[src/rtl/blob_metrics.sv]
// Blob area and crack-edge perimeter over one raster-scanned mask frame.
// Results are held while the downstream stage is busy.
module blob_metrics #(
    parameter int WIDTH  = 180,
    parameter int HEIGHT = 320,
    localparam int XW = $clog2(WIDTH),
    localparam int YW = $clog2(HEIGHT),
    localparam int AW = $clog2(WIDTH*HEIGHT) + 1
) (
    input  logic          clk_in,
    input  logic          rst_in,
    input  logic [XW-1:0] hcount_in,
    input  logic [YW-1:0] vcount_in,
    input  logic          mask_in,
    input  logic          data_valid_in,
    input  logic          busy_in,
    output logic [AW-1:0] area_out,
    output logic [AW-1:0] perimeter_out,
    output logic          valid_out,
    output logic          busy_out,
    output logic          overrun_out
);

    typedef enum logic [1:0] {IDLE, ACCUM, FLUSH, HOLD} state_t;

    localparam logic [XW-1:0] XMAX = XW'(WIDTH - 1);
    localparam logic [YW-1:0] YMAX = YW'(HEIGHT - 1);

    state_t          state_q;
    logic [AW-1:0]   area_q, area_d;
    logic [AW-1:0]   perim_q, perim_d;
    logic [AW-1:0]   area_out_q, perim_out_q;
    logic            valid_q, ovr_q;
    logic            act_q, pend_q;
    logic            prev_q;
    logic [WIDTH-1:0] lb_q;

    logic       accepted, start, done;
    logic       left_m, up_m;
    logic [2:0] inc;

    function automatic logic [AW-1:0] sat_add(input logic [AW-1:0] a,
                                              input logic [2:0] b);
        logic [AW:0] s;
        s = {1'b0, a} + {{(AW-2){1'b0}}, b};
        return s[AW] ? '1 : s[AW-1:0];
    endfunction

    assign accepted = data_valid_in && (hcount_in <= XMAX) && (vcount_in <= YMAX);
    assign start    = accepted && (hcount_in == '0) && (vcount_in == '0);
    // A frame completes only if its (0,0) was seen; with a 1x1 frame both coincide.
    assign done     = accepted && (hcount_in == XMAX) && (vcount_in == YMAX)
                      && (act_q || start);

    // Per-pixel perimeter contribution from left, top, right and bottom cracks.
    always_comb begin
        left_m  = (hcount_in == '0) ? 1'b0 : prev_q;
        up_m    = (vcount_in == '0) ? 1'b0 : lb_q[hcount_in];
        inc     = {2'b00, mask_in ^ left_m}
                + {2'b00, mask_in ^ up_m}
                + {2'b00, mask_in && (hcount_in == XMAX)}
                + {2'b00, mask_in && (vcount_in == YMAX)};
        area_d  = sat_add(start ? '0 : area_q, {2'b00, mask_in});
        perim_d = sat_add(start ? '0 : perim_q, inc);
    end

    // Frame accumulation, line buffer and result-delivery state machine.
    always_ff @(posedge clk_in) begin
        if (rst_in) begin
            state_q     <= IDLE;
            area_q      <= '0;
            perim_q     <= '0;
            area_out_q  <= '0;
            perim_out_q <= '0;
            valid_q     <= 1'b0;
            ovr_q       <= 1'b0;
            act_q       <= 1'b0;
            pend_q      <= 1'b0;
            prev_q      <= 1'b0;
        end else begin
            valid_q <= 1'b0;
            ovr_q   <= 1'b0;
            if (accepted) begin
                area_q           <= area_d;
                perim_q          <= perim_d;
                prev_q           <= mask_in;
                lb_q[hcount_in]  <= mask_in;
            end
            if (start) act_q <= 1'b1;
            if (done)  act_q <= 1'b0;
            unique case (state_q)
                IDLE, ACCUM: begin
                    if (done)       state_q <= FLUSH;
                    else if (start) state_q <= ACCUM;
                end
                FLUSH: begin
                    area_out_q  <= area_q;
                    perim_out_q <= perim_q;
                    if (!busy_in) valid_q <= 1'b1;
                    if (done)              state_q <= FLUSH;
                    else if (busy_in)      state_q <= HOLD;
                    else if (act_q || start) state_q <= ACCUM;
                    else                   state_q <= IDLE;
                end
                HOLD: begin
                    if (pend_q) begin
                        area_out_q  <= area_q;
                        perim_out_q <= perim_q;
                        ovr_q       <= 1'b1;
                        pend_q      <= 1'b0;
                    end else if (!busy_in) begin
                        valid_q <= 1'b1;
                        if (done)                state_q <= FLUSH;
                        else if (act_q || start) state_q <= ACCUM;
                        else                     state_q <= IDLE;
                    end else if (done) begin
                        pend_q <= 1'b1;
                    end
                end
            endcase
        end
    end

    assign area_out      = area_out_q;
    assign perimeter_out = perim_out_q;
    assign valid_out     = valid_q;
    assign overrun_out   = ovr_q;
    assign busy_out      = (state_q != IDLE);

endmodule

[config.mk]
export PLATFORM = sky130hd
export DESIGN_NAME = blob_metrics
export DESIGN_NICKNAME = d
export VERILOG_FILES = /design/src/rtl/blob_metrics.sv
export SDC_FILE = /design/constraint.sdc
export NUM_CORES = 1
export LEC_CHECK = 0
export CORE_MARGIN = 1.5
export CORE_UTILIZATION = 55
export CTS_BUF_LIST = sky130_fd_sc_hd__clkbuf_16
export DETAILED_ROUTE_END_ITERATION = 7
export PLACE_DENSITY = 0.71
export SLEW_MARGIN = 5
export SYNTH_ARGS = -nofsm -noshare
export SYNTH_HDL_FRONTEND = slang
export SYNTH_SLANG_ARGS = --single-unit
[constraint.sdc]
create_clock -name clk_in -period 10.5 [get_ports clk_in]
set_input_delay 2.1 -clock clk_in [delete_from_list [all_inputs] [get_ports clk_in]]
set_output_delay 2.1 -clock clk_in [all_outputs]
set_load 0.05 [all_outputs]
After elaboration in Yosys (flattened, before gate mapping)
Cells that the tools add are included.
{"block": "word_totals", "inputBits": 22, "register_bits": 255, "output_inout_bits": 37}
{"block": "op_classes", "bitwise": 4, "n_eq_ne": 9, "n_reduce_logical": 22, "add_sub_neg": 5, "muxes": 31, "n_lt_le_gt_ge": 4}
{"op": "$bwmux 180", "count": 1}
{"op": "$mux 17", "count": 6}
{"op": "$pmux 17 s2", "count": 2}
{"op": "$add 17x1->18", "count": 1}
{"op": "$add 17x3->18", "count": 1}
{"op": "$mux 2", "count": 7}
{"op": "$mux 1", "count": 11}
{"op": "$logic_and 1x1->1", "count": 10}
{"op": "$eq 9x9->1 const B", "count": 1}
{"op": "$le 9x9->1 const B", "count": 1}
{"op": "$logic_not 9->1", "count": 1}
{"op": "$lt 8x9->1 const B", "count": 1}
{"op": "$bmux 1 s8", "count": 1}
{"op": "$demux 1 s8", "count": 1}
{"op": "$eq 8x8->1 const B", "count": 1}
{"op": "$ge 8x1->1 const B", "count": 1}
{"op": "$le 8x8->1 const B", "count": 1}
{"op": "$logic_not 8->1", "count": 1}
{"op": "$ne 2x2->1 const B", "count": 3}
{"op": "$pmux 2 s3", "count": 1}
{"op": "$reduce_or 2->1", "count": 3}
{"op": "$eq 2x2->1 const B", "count": 2}
{"op": "$reduce_and 2->1", "count": 2}
{"op": "$reduce_bool 2->1", "count": 2}
{"op": "other kinds (11)", "count": 13}

Longest topological paths before layout
Gate-level depths: netlist (run 1).
{"block": "logic_depth", "ltp_word": 11, "mapped_depth": 21, "depth_no_buf": 17}

Worst setup path after synthesis (run 1)
OpenSTA, ideal clock, no wires.
{"block": "synth_timing", "kind": "in2reg", "from": "input port hcount_in[0]", "to": "register perim_q[14]", "cell_stages": 20, "arrival_ns": 6.455, "setup_slack_ns": 3.941, "path_buffers": 3, "path_cell_list": "buf_2 -> buf_2 -> mux4_2 -> mux2i_1 -> nor3_1 -> nor4_1 -> o221ai_1 -> o31ai_1 -> xnor2_1 -> fa_1 -> inv_1 -> fa_1 -> a21oi_1 -> nor2_1 -> nand3_1 -> or3_1 -> buf_2 -> nand2_1 -> nor2_1 -> a2111oi_2"}
{"block": "synth_via", "elab_chain_cells": 9}
{"element": "start, declared", "line": "12", "text": "input logic [XW-1:0] hcount_in,"}
{"element": "$bmux 1 s8", "line": "58", "text": "up_m = (vcount_in == '0) ? 1'b0 : lb_q[hcount_in];"}
{"element": "$mux 1 (not written as such)", "line": "58"}
{"element": "$mux 1", "line": "58"}
{"element": "$xor 1x1->1", "line": "60", "text": "+ {2'b00, mask_in ^ up_m}"}
{"element": "$add 1x1->2", "line": "60"}
{"element": "$add 2x1->3", "line": "61", "text": "+ {2'b00, mask_in && (hcount_in == XMAX)}"}
{"element": "$add 3x1->3", "line": "62", "text": "+ {2'b00, mask_in && (vcount_in == YMAX)};"}
{"element": "$add 17x3->18", "line": "45", "text": "s = {1'b0, a} + {{(AW-2){1'b0}}, b};"}
{"element": "$mux 17", "line": "46", "text": "return s[AW] ? '1 : s[AW-1:0];"}
{"element": "end signal, assigned", "line": "85", "text": "perim_q <= perim_d;"}
{"element": "end, declared", "line": "31", "text": "logic [AW-1:0] perim_q, perim_d;"}
Several ways; a longest one is shown, not always the timed one. The select of a mux whose other input is x is not followed.
A chain may end at the register's enable or synchronous reset.

Worst setup path after layout (run 1)
{"block": "layout_timing", "from": "input port hcount_in[4]", "to": "register perim_q[14]"}
The elaborated chain is that of the path after synthesis.

==> summary by stage, run 1 <==
Hold path
Along the worst hold path, the cell count comes to 2. The tightest min-delay check is of the flop to flop type. The startpoint of the lowest-slack hold path is perimeter_out[5].

Die
The die extent in y is 148 µm. The area of the core is 20400 µm². The number of rows in the core area is 52. The die area is 21900 µm².

For this design the top-level I/O count stands at 59. Once the floorplan was initialized, standard cells occupied 56.6% of the core. The width of the die is 148 µm.

GRT
The number of global-route vias before repair is 7755. The first global-routing pass estimated 40600 µm of wire. Global routing consumed, over all layers together, 23.7% of the routing resources. The overflow left after global routing is 0. The initial antenna violation count is 0. The pin count of the biggest net entering global routing is 98.

Setup path
The type of element launching the critical path is an input port. For the worst flop-to-flop path, the logic depth is 17. The maximum net fanout on the critical path is 19. STA classifies the critical path endpoint as a flop. The timing startpoint of the critical path is hcount_in[4]. For the worst setup path, the data required time is 10.92 ns. By startpoint and endpoint, the worst setup path is classified as input port to flop.

For the worst setup path, the data arrival time is 7.77 ns. The launching point of the worst reg2reg path is lb_q[10].

Synth
The count of flip-flops with a built-in enable after synthesis is 180. The combined area of all synthesized cells is 11600 µm². Of all flip-flops after synthesis, the portion carrying an async set or reset was 0%. The synthesized netlist cell count is 1048.

Counting flops and latches in the post-synthesis netlist gives 255. Synthesis produced a netlist with a net count of 1076. After synthesis, the cell types taking the most area are sky130_fd_sc_hd__edfxtp_1, sky130_fd_sc_hd__dfxtp_1, sky130_fd_sc_hd__mux4_2. Of all cell types, the one taking the most synthesized area is sky130_fd_sc_hd__edfxtp_1.

The most used flip-flop cell after synthesis is sky130_fd_sc_hd__edfxtp_1. The number of warnings issued by yosys is 0. The share of Yosys cell area claimed by the top area cell type is 46.8%. Sequential cells were found to cover 59.8% of the synthesized design area. A synthesized cell averages 11.0 µm².

The number of library cell types mapped by synthesis is 62.

CTS
The TritonCTS clock tree is built. In this run the number of H-tree levels came out at 1. The later pin in the worst-skew pair is clocked with a latency of 0.53 ns. Post-CTS repair changed the size of 0 cells. The clock input transition at the sequential cells of the worst setup and hold paths is 0.06 ns. The number of post-CTS setup repair buffers is 0.

The post-cts hold buffer count is 0. The clock tree root buffer cell is sky130_fd_sc_hd__clkbuf_16. CTS saw 255 sinks.

The maximum buffer depth of the clock tree is 3. In this run, CTS created clock tree buffers numbering 26.

STA
The clock period could shrink to 7.35 ns. The final count of pins violating max slew was 0. The final critical path takes up 70.0% of the cycle. At the pin with the least slew margin, the transition time is 1.01 ns.

On the final layout, the worst clock skew is 0.0112 ns. The maximum achievable frequency is 0.136 GHz. The worst hold-check slack is 0.451 ns. Setup repair after global routing left no endpoint under its margin. The setup TNS is 0 ns. Setup violations remaining at the end of the flow were counted as 0.

The relative slew slack is 32.4%. The final count of hold timing violations is 0.

Route
The routed wire length per instance is 18.9 µm. The first-pass iteration count of the detailed router is 5. The detailed router finished its first iteration with 734 violations. The detailed-route via count is 8113.

The total routed wirelength is 25500 µm. The post-detailed-route DRC marker count is 0. The antenna violation net count after detailed routing is 0. Using the TritonRoute via totals, the vias-per-cell ratio works out to 6.00.

Cells and area
The area growth from synthesis to layout is 12.4%. The number of antenna diodes in the final layout is 0. After filler insertion, the fill cell instance count of the layout stands at 1675. For this run, the post-layout net count is 1090.

Of the cells placed in the final design, the portion with a size suffix greater than 1 is 10.5%. Leaving out fill and tap cells, the most frequent cells in the layout are sky130_fd_sc_hd__nor2_1, sky130_fd_sc_hd__edfxtp_1, sky130_fd_sc_hd__nand2_1. The final design instance area without fill is 13000 µm². The library cell used most frequently in the layout, excluding fill and tap cells, is sky130_fd_sc_hd__nor2_1.

Outcome
The flow ran to the end, and the final reports show no timing, DRC or antenna violations.

Power
The leakage power is 3.96 nW. The maximum resistive drop on vdd is 0.137 mV. For this design the ratio of total power to cell area is 158 nW/µm².

The overall power consumption is 2.05 mW.

Run
The number of violations of the max-capacitance limit is 0.

Place
After detailed placement, the total cell area comes to 12200 µm². Port buffering added 58 buffers. Routability-driven placement finished with a final weighted congestion of 0.826. The post-detailed-placement half-perimeter wirelength is 15500 µm.
-- cells by family after synthesis --
group	Yosys count	synth area share (%)
multiplexers	63	9.72
flip-flops	255	59.8
buffers and inverters	93	3.31
XOR/XNOR	4	0.303
adder cells (fa/ha/maj)	6	0.844
AO/OA/AOI/OAI	157	8.18
AND/OR/NAND/NOR	470	17.9
-- worst max-delay path, cell delays in order --
cell                              delay (ns)
sky130_fd_sc_hd__clkdlybuf4s50_1        0.80
sky130_fd_sc_hd__nor2b_1                0.45
sky130_fd_sc_hd__nand2_1                0.42
sky130_fd_sc_hd__a2111oi_0              0.81
sky130_fd_sc_hd__nor4_1                 0.12
sky130_fd_sc_hd__o221ai_1               0.13
sky130_fd_sc_hd__o31ai_1                0.15
sky130_fd_sc_hd__xnor2_1                0.18
sky130_fd_sc_hd__fa_1                   0.48
sky130_fd_sc_hd__inv_1                  0.09
sky130_fd_sc_hd__fa_1                   0.22
sky130_fd_sc_hd__a21oi_1                0.10
sky130_fd_sc_hd__nor2_1                 0.28
sky130_fd_sc_hd__nand3_1                0.20
sky130_fd_sc_hd__or3_1                  0.49
sky130_fd_sc_hd__nand2_1                0.30
sky130_fd_sc_hd__nor2_1                 0.11
sky130_fd_sc_hd__a2111oi_2              0.35
-- power breakdown --
part | internal (mW) | switching, mW | leakage (nW) | total (mW)
sequential | 1.08 | 0.00217 | 2.22 | 1.08
clock | 0.492 | 0.370 | 0.439 | 0.862
combinational | 0.0383 | 0.0684 | 1.30 | 0.107
-- synth_stat cells, types with 2 or more instances --
library cell / number
sky130_fd_sc_hd__and2_1: 8
sky130_fd_sc_hd__nand3_1: 17
sky130_fd_sc_hd__or3_1: 5
sky130_fd_sc_hd__nand4_1: 8
sky130_fd_sc_hd__a221oi_1: 5
sky130_fd_sc_hd__a22oi_1: 7
sky130_fd_sc_hd__o21ai_1: 2
sky130_fd_sc_hd__mux2i_1: 14
sky130_fd_sc_hd__nand2_1: 129
sky130_fd_sc_hd__or4_4: 2
sky130_fd_sc_hd__nand2b_1: 5
sky130_fd_sc_hd__o221ai_1: 3
sky130_fd_sc_hd__buf_1: 3
sky130_fd_sc_hd__fa_1: 3
sky130_fd_sc_hd__o22ai_1: 3
sky130_fd_sc_hd__dfxtp_1: 75
sky130_fd_sc_hd__clkbuf_1: 65
sky130_fd_sc_hd__and3_1: 9
sky130_fd_sc_hd__mux4_2: 38
sky130_fd_sc_hd__o21ai_0: 36
sky130_fd_sc_hd__xnor2_1: 4
sky130_fd_sc_hd__a211oi_1: 6
sky130_fd_sc_hd__or2_2: 3
sky130_fd_sc_hd__a21o_1: 2
sky130_fd_sc_hd__nand4b_1: 2
sky130_fd_sc_hd__nand3b_1: 2
sky130_fd_sc_hd__nor3_1: 35
sky130_fd_sc_hd__buf_6: 3
sky130_fd_sc_hd__buf_2: 9
sky130_fd_sc_hd__o31ai_1: 2
sky130_fd_sc_hd__nor3b_1: 5
sky130_fd_sc_hd__o21a_1: 3
sky130_fd_sc_hd__nor2b_1: 10
sky130_fd_sc_hd__a31oi_1: 11
sky130_fd_sc_hd__edfxtp_1: 180
sky130_fd_sc_hd__inv_1: 12
sky130_fd_sc_hd__mux2_2: 10
sky130_fd_sc_hd__nor2_1: 214
sky130_fd_sc_hd__ha_1: 3
sky130_fd_sc_hd__nor4_1: 11
sky130_fd_sc_hd__a21oi_1: 63
-- layout make-up --
class	count	area (µm²)	share of cell area [%]
repair buffers	66	621	4.78
multi-input cells	700	4280	32.9
clock buffers	29	726	5.58
inverters	13	48.8	0.375
clock inverters	19	77.6	0.597
flip-flops and latches	255	6910	53.1
well taps	270	338	2.60
-- layer usage --
layer  wire, µm  global-route usage [%]
met4        430                    6.24
met1      10500                    31.6
met5          0                       0
met2      12800                    40.8
met3       1850                    3.58
-- through the flow --
step	worst slack [ns]	util, %	std cells
floorplan	3.94	-	1048
global placement	2.90	59.7	1304
detailed placement	2.82	59.7	1304
CTS	3.36	63.6	1352
global route	2.67	63.6	1352
finish	3.15	63.6	1352
-- sequential cells by signal, indices dropped and copies added, names as in the netlist --
signal	count
act_q	1
valid_out	1
pend_q	1
overrun_out	1
area_out	17
area_q	17
state_q	2
lb_q	180
prev_q	1
perimeter_out	17
perim_q	17
-- worst paths after layout --
kind | end | slack [ns]
hold reg to reg | perimeter_out[5] | 0.45
setup reg to reg | perim_q[14] | 5.64
setup / recovery | perim_q[14] | 3.15
hold / removal | perimeter_out[5] | 0.45
Power figures use the tool's default switching activity.
==> run 2: changes to the inputs <==
--- a/config.mk
+++ b/config.mk
@@ -6,10 +6,10 @@
 export NUM_CORES = 1
 export LEC_CHECK = 0
 export CORE_MARGIN = 1.5
-export CORE_UTILIZATION = 55
+export CORE_UTILIZATION = 54
 export CTS_BUF_LIST = sky130_fd_sc_hd__clkbuf_16
 export DETAILED_ROUTE_END_ITERATION = 7
-export PLACE_DENSITY = 0.71
+export PLACE_DENSITY = 0.73
 export SLEW_MARGIN = 5
 export SYNTH_ARGS = -nofsm -noshare
 export SYNTH_HDL_FRONTEND = slang
==> constraint.sdc (replaced) <==
create_clock -name clk_in -period 5.89 [get_ports clk_in]
set_input_delay 1.178 -clock clk_in [delete_from_list [all_inputs] [get_ports clk_in]]
set_output_delay 1.178 -clock clk_in [all_outputs]
set_load 0.05 [all_outputs]
==> summary by stage, run 2 (synthesis results as in run 1) <==
Outcome
The run finished with clean final reports.

Die
During I/O placement, the number of pins put on the boundary was 59. The floorplan step defined a die boundary enclosing 22300 µm². For this configuration, the core starts out at a cell density of 55.0%.

The initialized floorplan defines 53 standard-cell rows. The area of the core is 21000 µm². Measured along the y axis, the die boundary spans 149 µm. From left edge to right edge, the die measures 149 µm.

Setup path
STA classifies the critical path startpoint as an input port. Data arrives at the worst endpoint at 5.98 ns. The cell with the biggest individual delay on the critical path is sky130_fd_sc_hd__nor3_1. The count of cells along the worst register-to-register path is 17. In this run the worst path has a maximum fanout of 21. The worst register-to-register path begins at lb_q[139]. STA classifies the critical path endpoint as a flop. The endpoint of the worst setup timing path is perim_q[2].

Traced cell by cell, the critical path runs through buf_4 -> buf_12 -> mux2_2 -> o22ai_1 -> a2111oi_0 -> nor4_1 -> o221ai_1 -> o31ai_1 -> xnor2_1 -> fa_1 -> inv_1 -> fa_1 -> a21oi_1 -> nor2_1 -> nand3_1 -> buf_4 -> nor3_1 -> nor2_1 -> a221oi_1. The class of the most critical setup path is input port to flop. In this run the critical register-to-register path is captured at perim_q[2]. The timing startpoint of the critical path is hcount_in[0].

STA puts the critical path data required time at 6.32 ns. The setup slack of the most critical reg-to-reg path is 1.11 ns. The largest single stage delay on the critical path is 0.52 ns.

Cells and area
The register with the highest flop count is lb_q. The post-route netlist has 13.4% of its cells at a drive strength greater than 1. The library cell used most frequently in the layout, excluding fill and tap cells, is sky130_fd_sc_hd__nor2_1. The final design instance area without fill is 13400 µm². The antenna cell count is 0. In the final design database the tool counted 1125 nets.

The layout-stage area growth over the synthesis result is 16.2%. The top cell types in the final layout, fill and taps aside, are sky130_fd_sc_hd__nor2_1, sky130_fd_sc_hd__edfxtp_1, sky130_fd_sc_hd__nand2_1. The number of flip-flops under the largest register name is 180.

Route
The detailed router put a total of 11100 µm of wire on met1. The routed wire length per instance is 19.5 µm. The antenna violation net count after detailed routing is 0. The total routed wirelength is 27100 µm. In the routed design, unresolved DRC markers number 0.

The detailed-route via count is 8446. The first TritonRoute pass finished after 7 iterations. In this run, the number of DRC markers left after iteration 0 of detailed routing was 697. The mean number of vias per cell is 6.07. The routed design uses 1810 µm of met3 wire.

The detailed route wirelength on metal2 is 13400 µm. The highest metal layer used by the detailed router is met4.

CTS
The clock tree root buffer cell is sky130_fd_sc_hd__clkbuf_16. After clock tree synthesis, the repair step resized 0 gates. The number of buffers inserted during clock tree synthesis is 27.

The maximum buffer depth of the clock tree is 3. The post-cts hold buffer count is 0. The clock drives 255 sinks. The later-pin clock latency in the skew report is 0.54 ns. The TritonCTS clock tree is built. In this run the number of H-tree levels came out at 1. Buffers added to address setup during post-CTS repair amount to 0. Clock-pin slew was measured on the worst setup and hold paths at 0.06 ns.

STA
Derived from the worst setup path, the maximum achievable clock frequency is 0.180 GHz. Setup violations remaining at the end of the flow were counted as 0. The relative slew slack is 41.2%.

For the final routed database, the setup TNS stands at 0 ns. The final cycle utilization of the critical path is 94.2%. For the final database, setup skew stands at 0.0199 ns. The final count of pins violating max slew is 0. Setup repair after global routing left no endpoint under its margin. The final count of hold timing violations is 0.

Setup slack on the critical path of the routed design comes to 0.339 ns. Hold is met by 0.451 ns. The slew of the pin with the lowest slew margin is 0.883 ns. The worst path needs 5.55 ns of the cycle, external delays included.

Power
The ratio of total power to cell area is 294 nW/µm². VDD sags by at most 0.237 mV. The leakage power is 4.18 nW. The overall power consumption is 3.95 mW.

GRT
Global routing used 24.6% of the available tracks. The initial antenna violation count is 0. The first global-routing pass estimated 42300 µm of wire. Entering global routing, the biggest net connects 107 pins. After global routing the overflow that remains totals 0. The number of global-route vias before repair is 7974.

Place
The congestion estimate from routability-driven global placement came to 0.913. Once placement finished, the instance area stood at 12500 µm². Detailed placement ended at an HPWL of 17100 µm. In this run the tool buffered the top-level ports with 58 buffer cells. The worst setup slack after placement is -0.128 ns.

Hold path
The worst hold path belongs to the class flop to flop.

Run
Max-cap violations in this run came to 0.
run 2: cell count changes in the layout (fill, tap and decap cells not counted), sizes merged:
cell / previous run / this run
clkbuf: 29 / 30
bufinv: 0 / 5
inv: 24 / 18
clkinv: 8 / 9
buf: 13 / 47
run 2: area by class of cell:
| class | count | area [µm²] |
|---|---|---|
| Tap cell | 275 | 344 |
| Clock inverter | 19 | 214 |
| Clock buffer | 30 | 751 |
| Inverter | 13 | 48.8 |
| Multi-Input combinational cell | 700 | 4280 |
| Sequential cell | 255 | 6910 |
| Timing Repair Buffer | 100 | 888 |
| Fill cell | 1655 | 7590 |
run 2: report_power, final:
group,switching (mW),total (mW),leakage [nW],internal [mW]
clock,0.687,1.82,0.496,1.13
sequential,0.00399,1.92,2.22,1.92
combinational,0.129,0.209,1.47,0.0797
total,0.821,3.95,4.18,3.13
run 2: stage by stage:
step                      std cells  util, %
after floorplan                1048        -
after CTS                      1392     63.9
after global routing           1392     63.9
final                          1392     63.9
after detailed placement       1343     59.3
after global placement         1343     59.3
run 2: metal layers:
layer	track usage [%]	vias up
li1	-	3878
met1	32.0	4131
met2	41.6	366
met3	3.91	71
met4	9.36	0
met5	0	-
run 2: critical path, delay by kind of cell:
family | cells | cell delay [ns]
xor gates and xnor gates | 1 | 0.16
buffers and inverters | 4 | 0.86
adders and majority gates | 2 | 0.70
muxes | 1 | 0.35
AOI/OAI and AO/OA | 6 | 1.32
and+or+nand+nor | 5 | 1.39
run 2: how the worst min path moves through the flow:
stage	from	end	slack (ns)	cells past startpoint
after CTS	area_out[5]	area_out[5]	0.46	2
after global routing	area_out[2]	area_out[2]	0.47	2
after floorplan	prev_q	prev_q	0.44	2
after detailed placement	area_out[5]	area_out[5]	0.45	2
final	area_out[6]	area_out[6]	0.45	2
after global placement	area_out[4]	area_out[4]	0.44	2
